## config.mk

```make
export PLATFORM = sky130hd
export DESIGN_NAME = fifo_unpacker
export DESIGN_NICKNAME = d
export VERILOG_FILES = /design/src/rtl/fifo_unpacker.sv
export SDC_FILE = /design/constraint.sdc
export NUM_CORES = 1
export LEC_CHECK = 0
export BUFFER_PORTS_ARGS = -buffer_cell sky130_fd_sc_hd__buf_2
export CAP_MARGIN = 10
export CELL_PAD_IN_SITES_DETAIL_PLACEMENT = 1
export CELL_PAD_IN_SITES_GLOBAL_PLACEMENT = 2
export CORE_MARGIN = 1
export CORE_UTILIZATION = 33
export DETAILED_ROUTE_END_ITERATION = 10
export GPL_ROUTABILITY_DRIVEN = 1
export PLACE_DENSITY = 0.91
export SYNTH_ARGS = -nofsm -noshare
export SYNTH_HDL_FRONTEND = slang
export SYNTH_SLANG_ARGS = --single-unit
```

## constraint.sdc

```tcl
create_clock -name clk -period 2.8 [get_ports clk]
set_input_delay 0.14 -clock clk [delete_from_list [all_inputs] [get_ports clk]]
set_output_delay 0.14 -clock clk [all_outputs]
set_load 0.02 [all_outputs]
```

## src/rtl/fifo_unpacker.sv

```systemverilog
// fifo_unpacker: drains FIFO words and serialises them into SYMBOL_WIDTH symbols over valid/ready.
// Define FIFO_UNPACKER_MSB_FIRST_EN to emit the most significant symbol of each word first.
module fifo_unpacker #(
  parameter int WORD_WIDTH   = 32,
  parameter int SYMBOL_WIDTH = 8,
  parameter int READ_CYCLES  = 0
) (
  input  logic                    clk,
  input  logic                    rst,
  input  logic                    fifo_out_valid,
  input  logic [WORD_WIDTH-1:0]   fifo_out_data,
  input  logic                    fifo_empty,
  output logic                    fifo_out_enable,
  output logic                    sym_valid,
  output logic [SYMBOL_WIDTH-1:0] sym_data,
  output logic                    sym_last,
  input  logic                    sym_ready,
  output logic                    busy
);
  localparam int N  = WORD_WIDTH / SYMBOL_WIDTH;
  localparam int IW = (N > 1) ? $clog2(N) : 1;
  localparam logic [IW-1:0] LAST_IDX = IW'(N - 1);

  generate
    if ((WORD_WIDTH % SYMBOL_WIDTH) != 0 || N < 2) begin : g_bad_width
      $fatal(1, "fifo_unpacker: WORD_WIDTH must be a multiple (>=2x) of SYMBOL_WIDTH");
    end
    if (READ_CYCLES != 0 && READ_CYCLES != 1) begin : g_bad_latency
      $fatal(1, "fifo_unpacker: READ_CYCLES must be 0 or 1");
    end
  endgenerate

  typedef enum logic [1:0] {IDLE, FETCH, EMIT} state_t;

  state_t                state;
  logic [WORD_WIDTH-1:0] shreg;
  logic [WORD_WIDTH-1:0] shreg_next;
  logic [IW-1:0]         idx;
  logic                  accept;
  logic                  last_accept;

  assign sym_valid   = (state == EMIT);
  assign accept      = sym_valid && sym_ready;
  assign last_accept = accept && (idx == LAST_IDX);
  assign sym_last    = sym_valid && (idx == LAST_IDX);
  assign busy        = (state != IDLE);

`ifdef FIFO_UNPACKER_MSB_FIRST_EN
  assign sym_data   = shreg[WORD_WIDTH-1 -: SYMBOL_WIDTH];
  assign shreg_next = shreg << SYMBOL_WIDTH;
`else
  assign sym_data   = shreg[SYMBOL_WIDTH-1:0];
  assign shreg_next = shreg >> SYMBOL_WIDTH;
`endif

  generate
    if (READ_CYCLES == 0) begin : g_comb_read
      logic unused_empty;
      assign unused_empty = fifo_empty;

      // Pop on the last-symbol accept keeps the stream bubble-free across words.
      assign fifo_out_enable = !rst && fifo_out_valid && (state == IDLE || last_accept);

      always_ff @(posedge clk) begin
        if (rst) begin
          state <= IDLE;
          shreg <= '0;
          idx   <= '0;
        end else if (fifo_out_enable) begin
          state <= EMIT;
          shreg <= fifo_out_data;
          idx   <= '0;
        end else if (accept) begin
          shreg <= shreg_next;
          idx   <= idx + 1'b1;
          if (idx == LAST_IDX) state <= IDLE;
        end
      end
    end else begin : g_reg_read
      logic pop_q;
      assign fifo_out_enable = pop_q;

      always_ff @(posedge clk) begin
        if (rst) begin
          state <= IDLE;
          shreg <= '0;
          idx   <= '0;
          pop_q <= 1'b0;
        end else begin
          pop_q <= 1'b0;
          case (state)
            IDLE: if (!fifo_empty) begin
              pop_q <= 1'b1;
              state <= FETCH;
            end
            FETCH: if (fifo_out_valid) begin
              shreg <= fifo_out_data;
              idx   <= '0;
              state <= EMIT;
            end
            EMIT: if (accept) begin
              shreg <= shreg_next;
              idx   <= idx + 1'b1;
              if (idx == LAST_IDX) state <= IDLE;
            end
            default: state <= IDLE;
          endcase
        end
      end
    end
  endgenerate
endmodule

```

==> results of run 1 <==
power groups by stage:
stage          Combinational (mW)  Clock (mW)  Sequential (mW)
2_1_floorplan               0.166           0            0.560
3_5_place_dp                0.200           0            0.570
3_3_place_gp                0.195           0            0.568
5_1_grt                     0.219       0.502            0.563
6_report                    0.198       0.473            0.559
4_1_cts                     0.200       0.489            0.559
sequential cells by signal, summed over array words and instances (netlist names):
signal	cells
state	1
idx	2
shreg	32
worst paths after layout:
check                                             from                endpoint  slack [ns]  cells past startpoint
worst max-delay path             state[1]$_SDFFE_PP0P_         fifo_out_enable        0.63                      3
worst min-delay path                 fifo_out_data[27]  shreg[27]$_SDFFE_PP0P_        0.06                      2
worst max register to register   state[1]$_SDFFE_PP0P_   shreg[1]$_SDFFE_PP0P_        0.66                      3
worst min register to register  shreg[31]$_SDFFE_PP0P_  shreg[31]$_SDFFE_PP0P_        0.47                      1
cells by family (layout without fill, tap and decap cells):
family	Yosys count	in the layout	share of synthesized area
AO/OA/AOI/OAI	59	59	0.323
XOR/XNOR	1	1	0.00492
adder cells (fa/ha/maj)	1	1	0.00703
buffers and inverters	55	84	0.155
flip-flops	35	35	0.394
multiplexers	1	1	0.00563
AND/OR/NAND/NOR	30	30	0.110
placed cells by master, fill, tap and decap left out:
cell type and instances:
a21bo_1 1, a211oi_1 6, buf_2 47, ha_1 1, and2_1 1, a21oi_1 1, o211a_1 1, xor2_1 1
nand2_1 1, a22o_1 8, a211oi_2 18, inv_1 26, nor3_2 2, and2_4 1, mux2i_1 1, clkinv_2 1
buf_4 3, clkbuf_8 6, dfxtp_1 35, bufinv_16 1, a221oi_1 24, and3_1 25
layout make-up:
cell class                 count  area share
clock buffer                   6      0.0400
clock inverter                 2      0.0170
inverter                      26      0.0473
multi-input combinational     92       0.389
sequential                    35       0.340
tap                           70      0.0424
timing repair buffer          50       0.125
through the flow:
stage	hold WS (ns)	utilization	setup WS, ns	power, mW	instances
6_report	0.0617	0.401	0.631	1.23	281
5_1_grt	0.0537	0.401	0.467	1.28	281
4_1_cts	0.0439	0.401	0.616	1.25	281
3_5_place_dp	0.361	0.379	0.665	0.770	273
3_3_place_gp	0.359	0.379	0.705	0.763	273
2_1_floorplan	0.273	-	1.13	0.726	182
routing by layer:
layer | wire, um | up-vias | part of all wire | track usage
li1 | - | 722 | - | -
met1 | 1980 | 689 | 0.48 | 0.200
met2 | 1890 | 52 | 0.45 | 0.260
met3 | 224 | 6 | 0.054 | 0.0437
met4 | 72 | 0 | 0.017 | 0.0679
met5 | 0 | - | 0 | 0
==> out/results.ini, run 1 <==
[run_status]
status=finished, final reports clean

[sta]
rsz0062_at_grt=no
slew_headroom=0.363
period_needed_ns=2.17
finalHoldViolCount=0
period_share=0.774
slew_viol_final=0
finalSetupTns_ns=0
fin_skew_ns=0.00537
finalSetupViolCount=0
fmax_mhz=461
worst_slew_pin_slew_ns=0.953

[global_route]
overflow=0
grt_pass1_vias=1408
grt_max_degree=29
grt_antenna_before_repair=0
track_usage=0.160
grt_pass1_wl_um=6700

[layout]
diodes=0
ff_latch_area_um2=701
syn_to_final_growth_pct=16.0
nets=248
drive_above_1_share=0.374
final_area_um2=2060
nFillCells=645
multi_input_area_um2=802

[power]
max-vdd-ir-drop_v=0.000189
power_frac_seq=0.455
combPwrFrac=0.161
p_leak_nw=1.01
switchingPower_mw=0.320
pwr-share-clk=0.384
swShare=0.260
p_per_area_nw_per_um2=596
p_int_mw=0.909

[route]
num_vias=1469
wl_per_cell_um=14.8
detail_route.first_pass.iterations=4
viasPerCell=5.23
antenna_left=0
wl_um=4170
route.detailed.drc=0
drt_iter0_markers=103

[place]
io_buffers=47
place.gp.congestion=0.679
hpwl_um=2740
place_area_um2=1950

[worst_setup_path]
crit_type=reg2out
critPathArrivalTime_ns=2.03
cp.buffers_inverters=1
cpMaxStageDelayCell=a21bo_1
critPathLaunchType=register
cp_top_family=compound AO/OA/AOI/OAI gates
cp-end-kind=output port
cp_cell_sequence=a21bo_1 > and3_1 > buf_2
crit_required_ns=2.66
slowest_delay_ns=0.58
crit_fanout=19

[cts]
cts_tree=done
cts_root_buf=clkbuf_8
clkSinkCount=35
clk-insertion-delay-late_ns=0.29
cts.clk_slew.worst_paths_ns=0.07
cts_resized=0
cts_hold_buffers=0
cts_buffers=5
clockBufferDepth=2
cts_htree_levels=2
cts_setup_buffers=0

[logic_synthesis]
postSynthCellCount=182
yosysUniqueCellTypes=21
synth-seq-cells=35
syn_avg_cell_area_um2=9.78
synth_nets=220
synth.area.top_cells=dfxtp_1 39%, a211oi_2 13%, a221oi_1 12%
synth_top_area_share=0.394
synth.cell_area_um2=1780
synthFlopType=dfxtp_1
synth_area_leader_cell=dfxtp_1
netlist_top_cells_count=35 x dfxtp_1, 26 x inv_1, 25 x and3_1
synth_most_common_cell=dfxtp_1
synth-edff-count=0
yosysWarningCount=0
yosysSeqAreaShare=0.394
async_flop_share=0

[die]
rows=26
pin_count=49
dieArea_um2=5690
start_util=0.346
fp.dieW_um=75.4
fp.dieH_um=75.4
core-area_um2=5140

[hold_path]
hold_path_class=in2reg

[run]
cap_viol_max_count=0

Note: power is estimated with default switching activity, not from simulation.
==> run 2: changes to the inputs <==
- ABC_AREA: unset -> 1
- CORE_UTILIZATION: 33 -> 27
- PLACE_DENSITY: 0.91 -> 0.86
- clock period: 2.8 -> 2.2 ns (I/O delays scaled with it)
==> out/results.ini, run 2 <==
[run_status]
status=finished with violations
violations=DRC

[layout]
syn_to_final_growth_pct=14.8
drive_above_1_share=0.211
ff_latch_area_um2=701
top_register=shreg
nFillCells=859
layout_commonest_cell=nand2_1
multi_input_area_um2=835
diodes=0
final_area_um2=2090
reg_top3=shreg (32), idx (2), state (1)
layout_common_cells=93 x nand2_1, 48 x nand3_1, 47 x buf_2, 35 x dfxtp_1, 27 x inv_1
nets=342
largest_register_ffs=32

[cts]
cts_htree_levels=2
clk-insertion-delay-late_ns=0.29
cts_hold_buffers=0
cts_resized=0
clockBufferDepth=2
cts_root_buf=clkbuf_8
cts.clk_slew.worst_paths_ns=0.07
cts_tree=done
cts_setup_buffers=0
cts_buffers=5
clkSinkCount=35

[logic_synthesis]
synth_nets=311
yosysUniqueCellTypes=18
synth-seq-cells=35
synth-edff-count=0
yosysSeqAreaShare=0.386
synth.area.top_cells=dfxtp_1 39%, nand2_1 19%, nand3_1 13%
synthFlopType=dfxtp_1
synth_area_leader_cell=dfxtp_1
netlist_top_cells_count=93 x nand2_1, 48 x nand3_1, 35 x dfxtp_1
yosysWarningCount=0
async_flop_share=0
synth.cell_area_um2=1820
synth_most_common_cell=nand2_1
postSynthCellCount=273
syn_avg_cell_area_um2=6.65
synth_top_area_share=0.386

[die]
fp.dieH_um=84.0
start_util=0.283
fp.dieW_um=84.0
rows=29
dieArea_um2=7060
pin_count=49
core-area_um2=6420

[global_route]
grt_antenna_before_repair=0
grt_max_degree=52
grt_pass1_wl_um=7450
grt_pass1_vias=1650
overflow=0
track_usage=0.132

[power]
combPwrFrac=0.162
max-vdd-ir-drop_v=0.000237
switchingPower_mw=0.398
pwr-share-clk=0.341
p_int_mw=1.00
p_per_area_nw_per_um2=672
power_frac_seq=0.497
swShare=0.284
p_leak_nw=1.07

[route]
wl_per_cell_um=12.0
wl_um=4570
detail_route.first_pass.iterations=7
drt_iter0_markers=63
antenna_left=0
route.detailed.drc=8
num_vias=1723
viasPerCell=4.52

[hold_path]
hold_path_class=in2reg
whs_path_depth=3

[worst_setup_path]
cp_cell_sequence=ha_1 > nand2_1 > nand2_2 > nand2_4 > inv_2 > buf_2
crit_fanout=51
ff2ff_path_depth=6
cp.depth=6
cp.buffers_inverters=2
critPathArrivalTime_ns=1.76
cp_top_family=simple AND/OR/NAND/NOR gates
crit_type=reg2out
cpMaxStageDelayCell=nand2_4
slowest_delay_ns=0.39
cp-end-kind=output port
crit_required_ns=2.09
critPathLaunchType=register

[sta]
fmax_mhz=536
finalSetupTns_ns=0
rsz0062_at_grt=no
setup_slack_ns=0.335
period_share=0.848
finalSetupViolCount=0
finalHoldViolCount=0
period_needed_ns=1.87
worst_slew_pin_slew_ns=0.526
slew_viol_final=0
slew_headroom=0.650
fin_skew_ns=0.00870

[place]
place.gp.congestion=0.668
io_buffers=47
hpwl_um=2910
dp_slack_ns=0.568
place_area_um2=2000

[run]
cap_viol_max_count=0

[run 2: worst paths after layout]
| kind | startpoint | endpoint | slack [ns] |
|---|---|---|---|
| max | idx[0]$_SDFFE_PP0P_ | fifo_out_enable | 0.33 |
| min | fifo_out_data[24] | shreg[24]$_SDFFE_PP0P_ | 0.03 |
| max reg2reg | idx[0]$_SDFFE_PP0P_ | shreg[25]$_SDFFE_PP0P_ | 0.65 |
| min reg2reg | idx[1]$_SDFFE_PP0P_ | idx[1]$_SDFFE_PP0P_ | 0.47 |
[run 2: metrics by stage]
stage | util | std cells | power [mW] | hold slack [ns]
global route | 0.325 | 381 | 1.47 | 0.0314
CTS | 0.325 | 381 | 1.42 | 0.0253
global placement | 0.311 | 374 | 0.935 | 0.318
detailed placement | 0.311 | 374 | 0.941 | 0.328
finish | 0.325 | 381 | 1.40 | 0.0274
floorplan | - | 273 | 0.882 | 0.229
[run 2: kinds of logic (layout without fill, tap and decap cells)]
family	Yosys count	in the layout	share of synthesized area
simple gates	147	147	0.354
buf+inv	55	86	0.155
flops	35	35	0.386
compound gates	34	34	0.0937
fa+ha+maj	1	1	0.00689
xor+xnor	1	1	0.00482
[run 2: cell type report]
cell class / instances / area share
clock inverters: 1 / 0.00240
flip-flops and latches: 35 / 0.336
repair buffers: 50 / 0.124
multi-input cells: 183 / 0.400
well taps: 77 / 0.0462
inverters: 29 / 0.0522
clock buffers: 6 / 0.0396
[run 2: tightest hold or removal path, stage by stage]
cell and delay (ns):
buf_2 0.08, nand2_1 0.04, o21ai_1 0.05
[run 2: power by group through the flow]
stage	registers, mW	clock network [mW]	logic (mW)
3_5_place_dp	0.712	0	0.230
6_report	0.696	0.478	0.227
5_1_grt	0.703	0.516	0.254
3_3_place_gp	0.709	0	0.226
4_1_cts	0.697	0.490	0.230
2_1_floorplan	0.708	0	0.174
[run 2: metal layers]
| layer | vias to the layer above | routed length (um) | part of all wire | track usage |
|---|---|---|---|---|
| met5 | - | 0 | 0 | 0 |
| met4 | 0 | 39 | 0.0085 | 0.0376 |
| met3 | 5 | 198 | 0.043 | 0.0326 |
| met2 | 38 | 2050 | 0.45 | 0.224 |
| met1 | 772 | 2290 | 0.50 | 0.164 |
| li1 | 908 | - | - | - |
==> run 3: changes to the inputs <==
- CORE_UTILIZATION: 27 -> 25
- PLACE_DENSITY: 0.86 -> 0.84
- clock period: 2.2 -> 1.7 ns (I/O delays scaled with it)
==> out/results.ini, run 3 (synthesized netlist as in run 2, its figures left out) <==
[sta]
finalHoldViolCount=0
slew_headroom=0.697
period_needed_ns=1.50
slew_viol_final=0
fin_hold_ws_ns=0.0112
period_share=0.885
finalSetupViolCount=0
rsz0062_at_grt=no
fin_skew_ns=0.00652
finalSetupTns_ns=0
worst_slew_pin_slew_ns=0.454
fmax_mhz=665

[worst_setup_path]
r2r_start=idx[0]$_SDFFE_PP0P_
crit_type=reg2out
critPathArrivalTime_ns=1.42
critPathLaunchType=register
r2r_slack_ns=0.31
r2r_end=shreg[17]$_SDFFE_PP0P_
crit_fanout=9
ff2ff_path_depth=8
cp-end-kind=output port
crit_required_ns=1.62

[layout]
reg_top3=shreg (32), idx (2), state (1)
largest_register_ffs=32
top_register=shreg
multi_input_area_um2=835
nets=345
ff_latch_area_um2=701
layout_common_cells=93 x nand2_1, 48 x nand3_1, 47 x buf_2, 35 x dfxtp_1, 27 x inv_1
nFillCells=938
drive_above_1_share=0.212
final_util=0.308
layout_commonest_cell=nand2_1
syn_to_final_growth_pct=17.2
diodes=0

[hold_path]
min_from=fifo_out_data[27]
hold_path_class=in2reg
whs_path_depth=3
whs_endpoint=shreg[27]$_SDFFE_PP0P_

[die]
rows=30
fp.dieW_um=87.2
dieArea_um2=7610
fp.dieH_um=87.2
start_util=0.263
core-area_um2=6910
pin_count=49

[global_route]
grt_antenna_before_repair=0
grt_max_degree=45
grt_pass1_wl_um=7650
grt_pass1_vias=1727
overflow=0
track_usage=0.128

[route]
route.detailed.drc=0
wl_um=4470
detail_route.first_pass.iterations=4
viasPerCell=4.28
drt_iter0_markers=46
num_vias=1720
wl_per_cell_um=11.1
antenna_left=0

[cts]
cts.clk_slew.worst_paths_ns=0.06
cts_hold_buffers=0
clk-insertion-delay-late_ns=0.28
cts_setup_buffers=0
clkSinkCount=35
cts_htree_levels=2
cts_buffers=5
cts_root_buf=clkbuf_8
clockBufferDepth=2
cts_tree=done
cts_resized=0

[power]
max-vdd-ir-drop_v=0.000294
total_power_mw=1.74
p_per_area_nw_per_um2=817
p_leak_nw=1.08

[run]
cap_viol_max_count=0

[place]
place.gp.congestion=0.747
io_buffers=47
hpwl_um=3000

[run_status]
status=finished, final reports clean

-- run 3: worst max path at each step --
stage | startpoint | to | slack (ns) | cells past startpoint
6_report | idx[0]$_SDFFE_PP0P_ | fifo_out_enable | 0.20 | 6
5_1_grt | idx[0]$_SDFFE_PP0P_ | fifo_out_enable | 0.06 | 6
4_1_cts | idx[0]$_SDFFE_PP0P_ | fifo_out_enable | 0.15 | 6
3_5_place_dp | idx[0]$_SDFFE_PP0P_ | shreg[7]$_SDFFE_PP0P_ | 0.30 | 8
3_3_place_gp | idx[0]$_SDFFE_PP0P_ | shreg[7]$_SDFFE_PP0P_ | 0.32 | 8
2_1_floorplan | idx[0]$_SDFFE_PP0P_ | shreg[0]$_SDFFE_PP0P_ | 0.47 | 7
-- run 3: layout make-up --
class	instances	area share
Sequential cell	35	0.329
Tap cell	96	0.0564
Multi-Input combinational cell	183	0.392
Clock buffer	6	0.0341
Timing Repair Buffer	53	0.137
Inverter	29	0.0511
-- run 3: critical path, cell delays in order, from the launching register on --
cell     delay, ns
dfxtp_1       0.35
ha_1          0.18
nand2_1       0.07
nand2_2       0.10
nand2_4       0.10
inv_2         0.15
buf_2         0.19
-- run 3: routing by layer --
metal | wire length [um] | part of all wire | GRT usage
met5 | 0 | 0 | 0
met4 | 30 | 0.0067 | 0.0358
met3 | 182 | 0.041 | 0.0322
met2 | 2010 | 0.45 | 0.214
met1 | 2250 | 0.50 | 0.163
-- run 3: where the power goes --
part	total (mW)	switching, mW	internal, mW
Clock	0.539	0.266	0.273
Sequential	0.901	0.0268	0.875
Combinational	0.300	0.185	0.114
-- run 3: through the flow --
step           setup slack (ns)  instance area (um2)  cells
3_3_place_gp              0.319                 2060    396
4_1_cts                   0.150                 2130    402
3_5_place_dp              0.297                 2060    396
2_1_floorplan             0.473                 1820    273
5_1_grt                  0.0600                 2130    402
6_report                  0.196                 2130    402
